--- src/rtl/hififo_pkg.sv ---
// rtl/hififo_pkg.sv - shared tag layout, FSM encoding and PIO defaults for the hififo read scheduler
package hififo_pkg;

  localparam logic [10:0] HIFIFO_PIO_ADDR = 11'd9;
  localparam int REQ_W  = 2;
  localparam int SLOT_W = 3;
  localparam int TAG_W  = 8;

  typedef enum logic {
    IDLE  = 1'b0,
    ISSUE = 1'b1
  } state_t;

  // Returns {found, slot}; scanning downward leaves the lowest usable free slot.
  function automatic logic [SLOT_W:0] lowest_free(input logic [7:0] used, input int slots);
    logic [SLOT_W:0] res;
    res = '0;
    for (int s = 7; s >= 0; s--) begin
      if (s < slots && !used[s]) res = {1'b1, SLOT_W'(s)};
    end
    return res;
  endfunction

endpackage

--- src/rtl/hififo_rr_arb4.sv ---
// rtl/hififo_rr_arb4.sv - four-way round-robin selector, first request at or after ptr wins
module hififo_rr_arb4
  import hififo_pkg::*;
(
  input  logic [3:0]       req,
  input  logic [REQ_W-1:0] ptr,
  output logic [3:0]       grant
);

  always_comb begin
    logic [REQ_W-1:0] idx;
    grant = '0;
    idx   = '0;
    // Walk from farthest to nearest so the requester closest to ptr is written last.
    for (int k = 3; k >= 0; k--) begin
      idx = ptr + REQ_W'(k);
      if (req[idx]) begin
        grant      = '0;
        grant[idx] = 1'b1;
      end
    end
  end

endmodule

--- src/rtl/hififo_rr_scheduler.sv ---
// rtl/hififo_rr_scheduler.sv - tags and multiplexes four read-request streams onto one TX request port
module hififo_rr_scheduler
  import hififo_pkg::*;
#(
  parameter logic [10:0] PIO_ADDR = HIFIFO_PIO_ADDR,
  parameter int          SLOTS    = 8
) (
  input  logic        clock,
  input  logic        reset,
  input  logic        pio_wvalid,
  input  logic [10:0] pio_addr,
  input  logic [63:0] pio_wdata,
  input  logic [3:0]  rr_valid,
  output logic [3:0]  rr_ready,
  input  logic [63:0] rr0_addr,
  input  logic [63:0] rr1_addr,
  input  logic [63:0] rr2_addr,
  input  logic [63:0] rr3_addr,
  output logic        rrm_valid,
  output logic [63:0] rrm_addr,
  output logic [7:0]  rrm_tag,
  input  logic        rrm_ready,
  input  logic        rc_valid,
  input  logic [7:0]  rc_tag,
  input  logic        rc_last,
  output logic [31:0] busy,
  output logic        error
);

  state_t            state;
  logic [3:0]        enable;
  logic [REQ_W-1:0]  ptr;
  logic [3:0]        has_free;
  logic [SLOT_W-1:0] free_slot [4];
  logic [3:0]        eligible;
  logic [3:0]        grant;
  logic [REQ_W-1:0]  gidx;
  logic              take;
  logic [63:0]       req_addr;
  logic              pio_hit;
  logic              rc_hit;
  logic              rc_bad;
  logic [31:0]       alloc_mask;
  logic [31:0]       rel_mask;
  logic [31:0]       flush_mask;
  logic              unused_ok;

  assign unused_ok = ^{pio_wdata[63:12], pio_wdata[7:4]};

  always_comb begin
    for (int i = 0; i < 4; i++) begin
      {has_free[i], free_slot[i]} = lowest_free(busy[i*8 +: 8], SLOTS);
    end
  end

  assign eligible = rr_valid & enable & has_free;

  hififo_rr_arb4 u_arb (
    .req   (eligible),
    .ptr   (ptr),
    .grant (grant)
  );

  always_comb begin
    gidx = '0;
    for (int i = 0; i < 4; i++) begin
      if (grant[i]) gidx = REQ_W'(i);
    end
  end

  assign take     = (state == IDLE) && (|eligible);
  assign rr_ready = (take && !reset) ? grant : 4'b0000;

  always_comb begin
    case (gidx)
      2'd0:    req_addr = rr0_addr;
      2'd1:    req_addr = rr1_addr;
      2'd2:    req_addr = rr2_addr;
      default: req_addr = rr3_addr;
    endcase
  end

  assign pio_hit = pio_wvalid && (pio_addr == PIO_ADDR);
  assign rc_hit  = (rc_tag[7:5] == 3'b000) && (int'(rc_tag[2:0]) < SLOTS) && busy[rc_tag[4:0]];
  assign rc_bad  = rc_valid && !rc_hit;

  always_comb begin
    alloc_mask = '0;
    rel_mask   = '0;
    flush_mask = '0;
    if (take) alloc_mask[{gidx, free_slot[gidx]}] = 1'b1;
    if (rc_valid && rc_last && rc_hit) rel_mask[rc_tag[4:0]] = 1'b1;
    if (pio_hit) begin
      for (int i = 0; i < 4; i++) flush_mask[i*8 +: 8] = {8{pio_wdata[8+i]}};
    end
  end

  always_ff @(posedge clock) begin
    if (reset) begin
      state     <= IDLE;
      rrm_valid <= 1'b0;
      rrm_addr  <= '0;
      rrm_tag   <= '0;
      busy      <= '0;
      error     <= 1'b0;
      enable    <= 4'b0001;
      ptr       <= '0;
    end else begin
      // Flush masks last so it beats a same-cycle allocation; release and allocate never share a bit.
      busy <= (busy | alloc_mask) & ~rel_mask & ~flush_mask;
      if (rc_bad)  error  <= 1'b1;
      if (pio_hit) enable <= pio_wdata[3:0];
      case (state)
        IDLE: begin
          if (take) begin
            rrm_valid <= 1'b1;
            rrm_addr  <= req_addr;
            rrm_tag   <= {3'b000, gidx, free_slot[gidx]};
            ptr       <= gidx + 2'd1;
            state     <= ISSUE;
          end
        end
        ISSUE: begin
          if (rrm_ready) begin
            rrm_valid <= 1'b0;
            state     <= IDLE;
          end
        end
        default: state <= IDLE;
      endcase
    end
  end

endmodule

--- config.mk ---
export PLATFORM = sky130hd
export DESIGN_NAME = hififo_rr_scheduler
export DESIGN_NICKNAME = d
export VERILOG_FILES = /design/src/rtl/hififo_pkg.sv /design/src/rtl/hififo_rr_arb4.sv /design/src/rtl/hififo_rr_scheduler.sv
export SDC_FILE = /design/constraint.sdc
export NUM_CORES = 1
export LEC_CHECK = 0
export ABC_AREA = 1
export ABC_CLOCK_PERIOD_IN_PS = 3500
export BUFFER_PORTS_ARGS = -buffer_cell sky130_fd_sc_hd__buf_4
export CAP_MARGIN = 25
export CORE_AREA = 2 2 176 178
export CTS_CLUSTER_DIAMETER = 150
export CTS_CLUSTER_SIZE = 8
export DETAILED_ROUTE_END_ITERATION = 10
export DIE_AREA = 0 0 178 180
export HOLD_SLACK_MARGIN = 0.1
export MAX_ROUTING_LAYER = met4
export SLEW_MARGIN = 40
export SYNTH_ARGS = -nofsm -noshare
export SYNTH_HDL_FRONTEND = slang
export SYNTH_SLANG_ARGS = --single-unit
--- constraint.sdc ---
create_clock -name clock -period 3.5 [get_ports clock]
set_input_delay 0.35 -clock clock [delete_from_list [all_inputs] [get_ports clock]]
set_output_delay 0.35 -clock clock [all_outputs]
set_load 0.01 [all_outputs]
# --- Word level (Yosys, flattened, before mapping) ---
# Index checks and enable logic that the tools add are counted.
totals:
  ff_bits: 110
  out_inout_bits: 110
  elab_cells: 134
classes:
  n_addsub: 4
  n_lt_le_gt_ge: 13
  eq_ne: 5
  muxes: 75
  n_bitwise: 9
  reduce_logical: 20
ops:
  columns: ["op", "count"]
  rows:
  - ["64-bit one-hot mux with 3 select lines", 1]
  - ["4-bit 2-to-1 mux", 37]
  - ["32-bit 2-to-1 mux", 3]
  - ["32-bit bitwise AND", 2]
  - ["32-bit NOT", 2]
  - ["32-bit bitwise OR", 1]
  - ["1-bit 2-to-1 mux", 16]
  - ["1-bit logical AND", 13]
  - ["2-bit by 3-bit < comparator with 1-bit output (second input constant)", 4]
  - ["5-bit by 6-bit < comparator with 1-bit output (second input constant)", 2]
  - ["11-bit by 4-bit equality test with 1-bit output (second input constant)", 1]
  - ["1-bit demux with 5-bit select", 2]
  - ["5-bit by 1-bit >= comparator with 1-bit output (second input constant)", 2]
  - ["4-bit bitwise AND", 2]
  - ["1-bit binary-select mux with 2-bit select", 4]
  - ["1-bit demux with 2-bit select", 4]
  - ["2-bit by 1-bit >= comparator with 1-bit output (second input constant)", 4]
  - ["3-bit binary-select mux with 2-bit select", 1]
  - ["3-bit 2-to-1 mux", 2]
  - ["1-bit binary-select mux with 5-bit select", 1]
  - ["2-bit by 1-bit adder with 2-bit output (second input constant)", 2]
  - ["2-bit adder (second input constant)", 2]
  - ["2-bit 2-to-1 mux", 2]
  - ["2-bit inequality test (second input constant)", 2]
  - ["11 further kinds", 14]

# --- Depth between registers and ports, before layout ---
logic_depth:
  depth_word: 30
  mapped_depth: 21
  ltp_nobuf: 20

# --- Cells and area by module ---
# From an unflattened synthesis, not the netlist that was laid out.
hier_totals:
  cells_unflattened: 1162
  hier_area_um2: 7349.5
modules_own_cells:
  columns: ["mod", "instances", "cells_per_inst", "area_per_inst_um2", "seq_area_each_um2"]
  rows:
  - ["hififo_rr_scheduler", 1, 1088, 6926.6, 2202.1]
  - ["hififo_rr_arb4", 1, 74, 422.9, 0.0]

# --- Worst setup path after synthesis ---
# OpenSTA, ideal clock, no wires.
synth_timing:
  path_type: "register -> register"
  startpoint: "register ptr[1]"
  endpoint: "register busy[4]"
  setup_ps: 66
  arrival_ps: 3049
  required_time_ps: 3434
  setup_slack_ps: 385
  stages_incl_launch_ff: 20
  period_less_slack_ps: 3115
  path_cell_list: "dfxtp_1 -> inv_1 -> ha_1 -> inv_1 -> nand3_2 -> nand2_4 -> o21ai_1 -> clkinv_1 -> nand2_2 -> nand2_4 -> nand2_4 -> nand2_4 -> inv_1 -> ha_1 -> clkbuf_1 -> buf_1 -> inv_1 -> nor2_2 -> nand2_1 -> a21oi_2"
synth_between:
  elab_chain_len: 24
synth_rtl:
  columns: ["item", "line", "rtl"]
  rows:
  - ["from (decl)", "hififo_rr_scheduler.sv:32", "logic [REQ_W-1:0] ptr;"]
  - ["from (signal assigned)", "hififo_rr_scheduler.sv:119", "ptr <= gidx + 2'd1;"]
  - ["2-bit adder", "hififo_rr_arb4.sv:16", "idx = ptr + REQ_W'(k);"]
  - ["2-bit by 3-bit < comparator with 1-bit output (not written as such) / 2-bit by 1-bit >= comparator with 1-bit output (equally long branches)", "hififo_rr_arb4.sv:19", "grant[idx] = 1'b1;"]
  - ["1-bit logical AND (not written as such)", "hififo_rr_arb4.sv:19", null]
  - ["1-bit 2-to-1 mux (not written as such)", "hififo_rr_arb4.sv:19", null]
  - ["1-bit demux with 2-bit select", null, null]
  - ["4-bit 2-to-1 mux (3 in a row)", "hififo_rr_arb4.sv:17", "if (req[idx]) begin"]
  - ["4-bit 2-to-1 mux *", "hififo_rr_arb4.sv:17", null]
  - ["1-bit 2-to-1 mux", "hififo_rr_scheduler.sv:67", "if (grant[i]) gidx = REQ_W'(i);"]
  - ["[2 not listed]", null, null]
  - ["net gidx[0]", "hififo_rr_scheduler.sv:37", "logic [REQ_W-1:0] gidx;"]
  - ["[2 not listed]", null, null]
  - ["3-bit 2-to-1 mux (not written as such) (2 in a row)", "hififo_rr_scheduler.sv:91", "if (take) alloc_mask[{gidx, free_slot[gidx]}] = 1'b1;"]
  - ["5-bit by 6-bit < comparator with 1-bit output (not written as such) / 5-bit by 1-bit >= comparator with 1-bit output (equally long branches)", "hififo_rr_scheduler.sv:91", null]
  - ["1-bit logical AND (not written as such)", "hififo_rr_scheduler.sv:91", null]
  - ["1-bit 2-to-1 mux (not written as such)", "hififo_rr_scheduler.sv:91", null]
  - ["1-bit demux with 5-bit select *", "hififo_rr_scheduler.sv:91", null]
  - ["32-bit 2-to-1 mux *", "hififo_rr_scheduler.sv:91", null]
  - ["32-bit bitwise OR *", "hififo_rr_scheduler.sv:110", "busy <= (busy | alloc_mask) & ~rel_mask & ~flush_mask;"]
  - ["32-bit bitwise AND * (2 in a row)", "hififo_rr_scheduler.sv:110", null]
  - ["to (signal assigned)", "hififo_rr_scheduler.sv:110", null]
  - ["to (decl)", "hififo_rr_scheduler.sv:26", "output logic [31:0] busy,"]
# Mark *: on every way through the listed nets, which the timed path passes. The rest lies on a longest branch. The select of a mux whose other input is x is not followed.
# A chain may end at the register's enable or synchronous reset.

# --- Final worst setup path ---
layout_timing:
  startpoint: "register busy[18]"
  endpoint: "register busy[13]"
layout_rtl:
  columns: ["item", "line", "rtl"]
  rows:
  - ["4-bit 2-to-1 mux * (3 in a row)", "hififo_pkg.sv:19", "if (s < slots && !used[s]) res = {1'b1, SLOT_W'(s)};"]
  - ["4-bit bitwise AND *", "hififo_rr_scheduler.sv:56", "assign eligible = rr_valid & enable & has_free;"]
  - ["1-bit binary-select mux with 2-bit select", "hififo_rr_arb4.sv:17", null]
  - ["1-bit 2-to-1 mux (not written as such)", "hififo_rr_arb4.sv:17", null]
  - ["4-bit 2-to-1 mux (3 in a row)", "hififo_rr_arb4.sv:17", null]
  - ["4-bit 2-to-1 mux *", "hififo_rr_arb4.sv:17", null]
  - ["2-bit 2-to-1 mux", "hififo_rr_scheduler.sv:67", null]
  - ["2-bit 2-to-1 mux *", "hififo_rr_scheduler.sv:67", null]
  - ["net gidx[1]", "hififo_rr_scheduler.sv:37", null]
  - ["[2 not listed]", null, null]
  - ["3-bit 2-to-1 mux (not written as such) (2 in a row)", "hififo_rr_scheduler.sv:91", null]
  - ["5-bit by 6-bit < comparator with 1-bit output (not written as such) / 5-bit by 1-bit >= comparator with 1-bit output (equally long branches)", "hififo_rr_scheduler.sv:91", null]
  - ["1-bit logical AND (not written as such)", "hififo_rr_scheduler.sv:91", null]
  - ["1-bit 2-to-1 mux (not written as such)", "hififo_rr_scheduler.sv:91", null]
  - ["1-bit demux with 5-bit select *", "hififo_rr_scheduler.sv:91", null]
  - ["32-bit 2-to-1 mux *", "hififo_rr_scheduler.sv:91", null]
  - ["32-bit bitwise OR *", "hififo_rr_scheduler.sv:110", null]
  - ["32-bit bitwise AND * (2 in a row)", "hififo_rr_scheduler.sv:110", null]
# Marks and branches as above.

==> results_dict.tcl <==
set metrics [dict create \
    rsz0062_at_grt "false" \
    drtPass1Iterations 5 \
    crit_path_end_kind "register" \
    grt_pass1_vias 8258 \
    area_growth_pct 51.9 \
    drv_cap 0 \
    syn_avg_cell_area_sq_um 7.05 \
    path_clk_slew_ns 0.09 \
    hold_violations 0 \
    antenna_found_initial 5 \
    fp.dieH_um 180 \
    postCtsHoldBufs 0 \
    path_class "reg -> reg" \
    critPathLaunchType "register" \
    grt_pass1_wl_um 47600 \
    grt_usage 0.199 \
    die_w_um 178 \
    status "complete, no violations" \
    cts.repair.resized 0 \
    fmax_mhz 330 \
    required_ns 3.79 \
    ff2ff_path_depth 18 \
    core-area_sq_um 30200 \
    drive_above_1_share 0.393 \
    clockBufferDepth 2 \
    gp_congestion 0.922 \
    dr.first_iter.drc_count 533 \
    ys_dominant_reg_cell "dfxtp_1" \
    cts-root-buf "clkbuf_16" \
    yosysWarnings 0 \
    die_area_sq_um 32000 \
    ioPinCount 459 \
    start_util 0.243 \
    vias 8747 \
    drc_errors 0 \
    final_area_sq_um 11100 \
    dp_hpwl_um 25200 \
    crit_arrival_ns 3.32 \
    overflow 0 \
    io_buffers 399 \
    via_per_inst 4.82 \
    synth.cell_area_sq_um 7330 \
    power_w 0.0105 \
    p_per_area_nw_per_um2 947 \
    ir_drop_mv 0.464 \
    power.leakage_nw 5.11 \
    ys_types 42 \
    setup_violations 0 \
    layout.nets 1772 \
    synth_edf_count 0 \
    wl_per_cell_um 17.8 \
    grt_max_degree 71 \
    synthArstFlopShare 0 \
    skew_ns 0.0165 \
    crit_fanout 28 \
    drv_slew 0 \
    setup-tns-final_ns 0 \
    fin_util 0.369 \
    worstHoldPathType "in -> reg" \
    cts_buffers 9 \
    ys_ff_latch 110 \
    ant_nets 0 \
    cts_setup_buffers 0 \
    rows 64 \
    maxSlewHeadroom 0.473 \
    hold_path_depth 2 \
    syn_inst 1039 \
    fin_crit_ns 3.03 \
    clk_latency_ns 0.36 \
    cts_tree "done" \
    placed_area_sq_um 10800 \
    worst_pin_slew_ns 0.790 \
    timing.final.crit_share 0.865 \
    synth.yosys.seq_area_share 0.300 \
    cts_num_sinks 110 \
    htree_levels 3 \
    wirelength_um 32400 \
]
cell usage after synthesis (10+ instances only):
cell type    n  area [sq um]
nand3_2     18           180
nand2_2     20           125
nor3_1      13          65.1
nor2_1      22          82.6
o21ai_1     12          60.1
nor2_2      13          81.3
nand3_1    112           561
a22o_1      67           587
clkbuf_1    52           195
a21oi_2     25           219
nand2_1    250           938
nand2_4     10           113
o21ai_0     68           340
ha_1        13           163
o22ai_1     66           413
dfxtp_1    110          2200
inv_1       71           267
a21oi_1     25           125
layer usage:
| layer | wire length [um] | vias to the layer above | global-route usage |
|---|---|---|---|
| li1 | - | 4345 | - |
| met1 | 13200 | 4018 | 0.243 |
| met2 | 16100 | 348 | 0.330 |
| met3 | 2320 | 36 | 0.0406 |
| met4 | 798 | 0 | 0.0570 |
| met5 | 0 | - | - |
per-stage QoR:
step / setup slack, ns / hold WS (ns) / instances
after floorplan: 0.385 / 0.410 / 1041
after global routing: 0.188 / 0.181 / 1815
after global placement: 0.493 / 0.421 / 1795
after detailed placement: 0.453 / 0.434 / 1795
after CTS: 0.416 / 0.178 / 1810
final: 0.471 / 0.197 / 1816
area by class of cell:
cell class	instances	area, sq um
Clock buffer	10	229
Fill cell	3209	19100
Sequential cell	110	2200
Timing Repair Buffer	424	3250
Antenna cell	6	15.0
Multi-Input combinational cell	782	4560
Tap cell	396	495
Inverter	83	322
Clock inverter	5	66.3
critical path: stages, from the launching register on:
cell      delay [ns]
dfxtp_1         0.44
nand2_2         0.09
nor2_1          0.14
nand2_2         0.14
nand3_2         0.14
nand3_2         0.09
nand2_2         0.14
o21ai_2         0.08
clkinv_2        0.06
nand2_4         0.07
nand2_8         0.13
nand2_8         0.11
inv_2           0.14
ha_2            0.46
buf_12          0.24
inv_1           0.10
nor2_2          0.18
nand2_1         0.07
a21oi_1         0.13
logic make-up (layout without fill, tap and decap cells):
| group | count (synthesis) | in the layout | synth area share |
|---|---|---|---|
| AO/OA/AOI/OAI | 288 | 288 | 0.266 |
| other | 1 | 9 | 0.000512 |
| flip-flops | 110 | 110 | 0.300 |
| buffers and inverters | 149 | 522 | 0.0804 |
| AND/OR/NAND/NOR | 478 | 478 | 0.331 |
| adder cells (fa/ha/maj) | 13 | 13 | 0.0222 |
cells in the final DEF, fill, tap and decap left out, types with 7 or more instances in the layout:
master     Yosys  routed
nor3_1        13      13
o21ai_0       68      68
a22o_1        67      67
buf_4          4     419
o21ai_1       12      12
a21oi_1       25      25
inv_1         71      69
inv_2          6       7
dfxtp_1      110     110
nand2_2       20      22
nor2_2        13      13
o22ai_1       66      66
nand2_4       10      10
nand2_1      250     248
nand3_2       18      18
a21oi_2       25      25
nand3_1      112     112
ha_1          13      10
clkbuf_16      0       9
nor2_1        22      22
registers in the layout, indices dropped and copies added (netlist names):
signal     flops
state          1
error          1
busy          32
rrm_addr      64
ptr            2
enable         4
rrm_tag        5
rrm_valid      1
final timing paths:
check | startpoint | to | slack, ns
setup reg to reg | busy[18] | busy[13] | 0.47
hold reg to reg | state | rrm_valid | 0.45
setup / recovery | busy[18] | busy[13] | 0.47
hold / removal | rrm_ready | rrm_valid | 0.20
report_power, final:
group / total (W) / internal, W / switching [W]
clock: 0.00110 / 0.000564 / 0.000539
combinational: 0.00745 / 0.00310 / 0.00435
sequential: 0.00198 / 0.00171 / 0.000272
total: 0.0105 / 0.00537 / 0.00517
Power figures use the tool's default switching activity.
